===== config.mk =====
export PLATFORM = sky130hd
export DESIGN_NAME = alu_exec_ctrl
export DESIGN_NICKNAME = d
export VERILOG_FILES = /design/src/rtl/alu_exec_ctrl.sv
export SDC_FILE = /design/constraint.sdc
export NUM_CORES = 1
export LEC_CHECK = 0
export CORE_MARGIN = 2
export CORE_UTILIZATION = 40
export CTS_CLUSTER_DIAMETER = 50
export DETAILED_ROUTE_END_ITERATION = 10
export GPL_TIMING_DRIVEN = 0
export MAX_ROUTING_LAYER = met4
export PLACE_DENSITY = 0.67
export SLEW_MARGIN = 15
export SYNTH_ARGS = -nofsm -noshare
export SYNTH_HDL_FRONTEND = slang
export SYNTH_SLANG_ARGS = --single-unit

===== constraint.sdc =====
create_clock -name clk -period 2.6 [get_ports clk]
set_clock_uncertainty 0.05 [all_clocks]
set_input_delay 0.65 -clock clk [delete_from_list [all_inputs] [get_ports clk]]
set_output_delay 0.65 -clock clk [all_outputs]
set_load 0.02 [all_outputs]

===== src/rtl/alu_exec_ctrl.sv =====
// Execute-stage controller: issues one instruction to an external 8-bit ALU, writes back result/flags.
// Optional macro ALU_EXEC_PIPE_EN: accept the next instruction while in DONE (1 instruction per 2 cycles).
module alu_exec_ctrl #(
    parameter int AW = 2
) (
    input  logic          clk,
    input  logic          rst_n,
    input  logic          instr_valid,
    output logic          instr_ready,
    input  logic [3:0]    instr_mode,
    input  logic [AW-1:0] instr_rd,
    input  logic [AW-1:0] instr_rs,
    input  logic [7:0]    instr_imm,
    input  logic          instr_use_imm,
    input  logic          instr_wb,
    output logic [7:0]    alu_op1,
    output logic [7:0]    alu_op2,
    output logic          alu_enable,
    output logic [3:0]    alu_mode,
    output logic [3:0]    alu_current_flags,
    input  logic [7:0]    alu_out,
    input  logic [3:0]    alu_flags,
    output logic [3:0]    flags,
    output logic [7:0]    result,
    output logic          done,
    input  logic [AW-1:0] dbg_addr,
    output logic [7:0]    dbg_data
);
    localparam int NREG = 1 << AW;

    typedef enum logic [1:0] {IDLE, EXEC, DONE} state_t;

    state_t        state_q, state_d;
    logic [7:0]    regs_q [NREG];
    logic [7:0]    regs_d [NREG];
    logic [3:0]    flags_q, flags_d;
    logic [7:0]    result_q, result_d;
    logic [7:0]    op1_q, op1_d;
    logic [7:0]    op2_q, op2_d;
    logic [3:0]    mode_q, mode_d;
    logic [AW-1:0] rd_q, rd_d;
    logic          wb_q, wb_d;
    logic          accept;
    logic          carry_from_alu;

    always_comb begin
`ifdef ALU_EXEC_PIPE_EN
        instr_ready = (state_q == IDLE) || (state_q == DONE);
`else
        instr_ready = (state_q == IDLE);
`endif
        accept = instr_valid && instr_ready;
    end

    // Only arithmetic/shift modes produce a meaningful carry; the rest keep the old one.
    always_comb begin
        case (mode_q)
            4'h0, 4'h1, 4'h7, 4'h8, 4'h9, 4'hF: carry_from_alu = 1'b1;
            default:                             carry_from_alu = 1'b0;
        endcase
    end

    always_comb begin
        state_d  = state_q;
        regs_d   = regs_q;
        flags_d  = flags_q;
        result_d = result_q;
        op1_d    = op1_q;
        op2_d    = op2_q;
        mode_d   = mode_q;
        rd_d     = rd_q;
        wb_d     = wb_q;

        if (accept) begin
            op1_d  = regs_q[instr_rd];
            op2_d  = instr_use_imm ? instr_imm : regs_q[instr_rs];
            mode_d = instr_mode;
            rd_d   = instr_rd;
            wb_d   = instr_wb;
        end

        case (state_q)
            IDLE: begin
                if (accept) state_d = EXEC;
            end
            EXEC: begin
                result_d = alu_out;
                flags_d  = {alu_flags[3],
                            carry_from_alu ? alu_flags[2] : flags_q[2],
                            alu_flags[1:0]};
                if (wb_q) regs_d[rd_q] = alu_out;
                state_d = DONE;
            end
            DONE: begin
                state_d = accept ? EXEC : IDLE;
            end
            default: state_d = IDLE;
        endcase
    end

    always_ff @(posedge clk or negedge rst_n) begin
        if (!rst_n) begin
            state_q  <= IDLE;
            flags_q  <= '0;
            result_q <= '0;
            op1_q    <= '0;
            op2_q    <= '0;
            mode_q   <= '0;
            rd_q     <= '0;
            wb_q     <= 1'b0;
            for (int unsigned i = 0; i < NREG; i++) regs_q[i] <= '0;
        end else begin
            state_q  <= state_d;
            flags_q  <= flags_d;
            result_q <= result_d;
            op1_q    <= op1_d;
            op2_q    <= op2_d;
            mode_q   <= mode_d;
            rd_q     <= rd_d;
            wb_q     <= wb_d;
            regs_q   <= regs_d;
        end
    end

    always_comb begin
        alu_op1           = op1_q;
        alu_op2           = op2_q;
        alu_mode          = mode_q;
        alu_enable        = (state_q == EXEC);
        alu_current_flags = flags_q;
        flags             = flags_q;
        result            = result_q;
        done              = (state_q == DONE);
        dbg_data          = regs_q[dbg_addr];
    end
endmodule


==> impl_summary.txt <==
----------------------------------------------------
[Floorplan]
  Std-Cell Rows ... 33
  Effective utilization at floorplan ... 40.7%
  Core box area ... 8090 um2
  Die Width ... 94.8 um
  Height of the die ... 94.8 um
  Top-level port count ... 82
  Die outline area ... 8980 um2

[Final layout]
  Diode count ... 0
  Final cell utilization of the core ... 54.3%
  Total number of nets in the final design ... 328
  Area taken by flip-flops and latches ... 1730 um2
  Fraction of layout instances using a drive strength above 1 ... 40.3%
  Final-layout fill cell count ... approximately 730
  Footprint of the multi-input gates ... 1480 um2
  Post-route non-filler standard cell count ... 403
  Area Overhead vs Synth ... 33.4%

[STA]
  Count of final setup violators ... 0
  Worst slew pin tran ... 780 ps
  Minimum period implied by the final worst setup slack ... 2440 ps
  Max-slew violation total from the final report ... 0
  Hold slack ... between 150 and 200 ps
  Fmax ... 409 MHz
  Unrepaired setup endpoints after global routing ... no
  Number of hold violations in the final report ... 0
  Relative slew margins ... 47.8%
  Post-layout worst setup margin ... 158 ps
  Share of the cycle needed by the critical path after routing ... 93.9%

[Clock tree]
  Root Buffer ... clkbuf_8
  Max Root-Sink Buffers ... 2
  Clock sink count ... just under 70
  # H-tree levels ... 3
  Cts hold-fix bufs ... 0
  Number of clock buffers inserted by TritonCTS ... 9
  Setup repair bufs after CTS ... 0
  Clock transition at the register clock pins on the worst setup and hold paths after CTS ... around 70 ps
  TritonCTS clock tree ... built
  Clock latency on the worst-skew pair ... 340 ps

[Synth]
  Top flip-flop cell by instance count after synthesis ... dfrtp_1
  Synth area leader ... dfrtp_1
  #FFs+latches synth ... 69
  Share of synthesized area occupied by flip-flops and latches ... 52.4%
  Syn_area_per_cell ... roughly 16 um2
  Post-synth EDFFs ... 0
  Number of nets in the synthesized netlist ... approximately 240
  Most common library cells after synthesis ... 69 x dfrtp_1, 58 x mux2_2, 24 x mux4_2
  Cells after synthesis ... 207
  Distinct cells, synth ... 22
  Total of warnings raised by yosys ... 0
  Count leader, synth ... dfrtp_1
  Area of the mapped netlist ... 3300 um2
  Leading post-synthesis cells by cell area ... dfrtp_1 52%, mux2_2 20%, mux4_2 16%
  FFs w/ async S/R, synth ... 100%
  Yosys top cell area share ... 52.4%

[Critical path]
  Cell-by-cell listing of the critical path ... buf_4, mux4_2, dlygate4sd2_1
  Nature of the critical path endpoint ... output port
  Capture instance of the worst register-to-register path ... regs_q[30]$_DFFE_PN0P_
  Worst setup path startpoint ... dbg_addr[0]
  Internal reg-to-reg setup slack ... about 700 ps
  Origin of the critical flop-to-flop path ... state_q[1]$_DFFE_PN0P_
  Worst Setup EP ... dbg_data[5]
  Worst-case reg-to-reg path depth ... 3
  Critical path class ... in -> out
  Launching element type of the critical path ... primary input
  Worst-path fanout max ... 8
  Critical path's slowest cell ... mux4_2
  Arrival time at the worst endpoint ... 1740 ps
  Maximum cell stage delay along the critical path ... roughly 540 ps
  Worst EP required ... 1900 ps

[Place]
  Setup slack at placement ... -209 ps
  Post-DP HPWL ... 5140 um
  Cells after DPL ... 387
  Input/output buffers ... 74
  Routability congestion estimate ... around 0.70

[Routing]
  DRT Wirelength ... 7600 um
  Via count ... 2,134
  First-pass iteration count of the detailed router ... 4
  Routed length per placed instance ... approximately 19 um
  Count of antenna-violating nets left after detailed routing ... 0
  Iter 0 DRT Violations ... 96
  DR vias/cell ... 5.30
  Remaining design rule violation count ... 0

[GRT]
  Congestion Overflow GR ... 0
  Number of antenna violations at the first check in global routing ... 0
  All-layer global routing usage ... 19.3%
  Largest net degree at the start of global routing ... 47
  Number of global-route vias before repair ... 2,204
  Global-route wire length before repair ... around 12,000 um

[Power]
  PwrDens ... about 1100 nW/um2
  IR Drop Worst-Case VDD ... 505 uV
  Lkg Pwr ... 1.85 nW

[Worst hold path]
  HP Class ... in -> async

[Outcome]
  Result of the run ... complete, no violations

[Run]
  Max-cap violations ... 0

----------------------------------------------------
==> worst min-delay path by stage <==
| stage | endpoint | slack [ps] |
|---|---|---|
| 6_report | result[3]$_DFFE_PN0P_ | 150 |
| 5_1_grt | regs_q[4]$_DFFE_PN0P_ | 170 |
| 4_1_cts | regs_q[4]$_DFFE_PN0P_ | 150 |
| 3_5_place_dp | result[4]$_DFFE_PN0P_ | 450 |
| 3_3_place_gp | result[7]$_DFFE_PN0P_ | 440 |
| 2_1_floorplan | alu_current_flags[0]$_DFFE_PN0P_ | 300 |
==> power breakdown <==
part	total, mW	switching [mW]	internal [mW]
Clock	0.920	0.403	0.517
Sequential	1.89	0.356	1.53
Combinational	1.95	0.791	1.16
==> timing repair <==
action,4_1_cts,5_1_grt
setup endpoints to repair,9,0
gates resized for setup,12,0
hold endpoints to repair,0,0
==> logic make-up after synthesis <==
kind of cell,share of synthesized area (%)
muxes,38.6
DFF,52.4
and+or+nand+nor,4.63
buffers and inverters,2.77
AOI/OAI and AO/OA,1.56
==> critical path: cells and delay by family <==
kind,cells,cell delay [ps]
buffers and inverters,2,550
muxes,1,540
==> registers in the layout, indices dropped and copies added, names as in the netlist <==
register / flops
alu_mode: 4
result: 8
regs_q: 32
alu_op1: 8
rd_q: 2
alu_op2: 8
wb_q: 1
alu_current_flags: 4
state_q: 2
==> metrics by stage <==
step                total power, mW  TNS (ps)  area, um2
detailed placement             3.92     -1540       4190
floorplan                      3.07         0       3300
global route                   5.04         0       4400
CTS                            4.80         0       4400
global placement               3.88   -111480       4170
finish                         4.75         0       4400
==> cell usage in the layout, fill, tap and decap left out <==
master and count:
and3_1 1, clkbuf_8 12, o22ai_1 1, nor4b_4 1, and2b_2 1, nor3b_2 1, bufinv_16 1, nand4_2 1
clkinv_2 3, inv_2 1, mux2_2 58, buf_16 1, buf_4 7, buf_2 6, or3b_2 1, inv_1 1
clkdlybuf4s50_1 64, nand2b_4 1, a21oi_1 9, buf_1 2, nor2_1 11, clkbuf_1 2, and4b_1 1, nand4b_2 1
mux4_2 24, dlygate4sd2_1 9, mux2i_1 8, dfrtp_1 69
==> area by class of cell <==
class                           count  share of cell area (%)
Clock inverter                      4                    1.02
Tap cell                          105                    2.99
Timing Repair Buffer               75                    17.2
Multi-Input combinational cell    120                    33.6
Inverter                            2                   0.171
Clock buffer                       12                    3.76
Sequential cell                    69                    39.3
Buffer                             16                    2.05
==> metal layers <==
layer / vias to the layer above / global-route usage [%] / share of wire (%) / routed length [um]
li1: 962 / - / - / -
met1: 1094 / 27.6 / 47 / 3540
met2: 68 / 27.6 / 47 / 3550
met3: 10 / 3.03 / 4.7 / 359
met4: 0 / 7.85 / 2.0 / 154
met5: - / - / 0 / 0
Note: power is estimated with default switching activity, not from simulation.
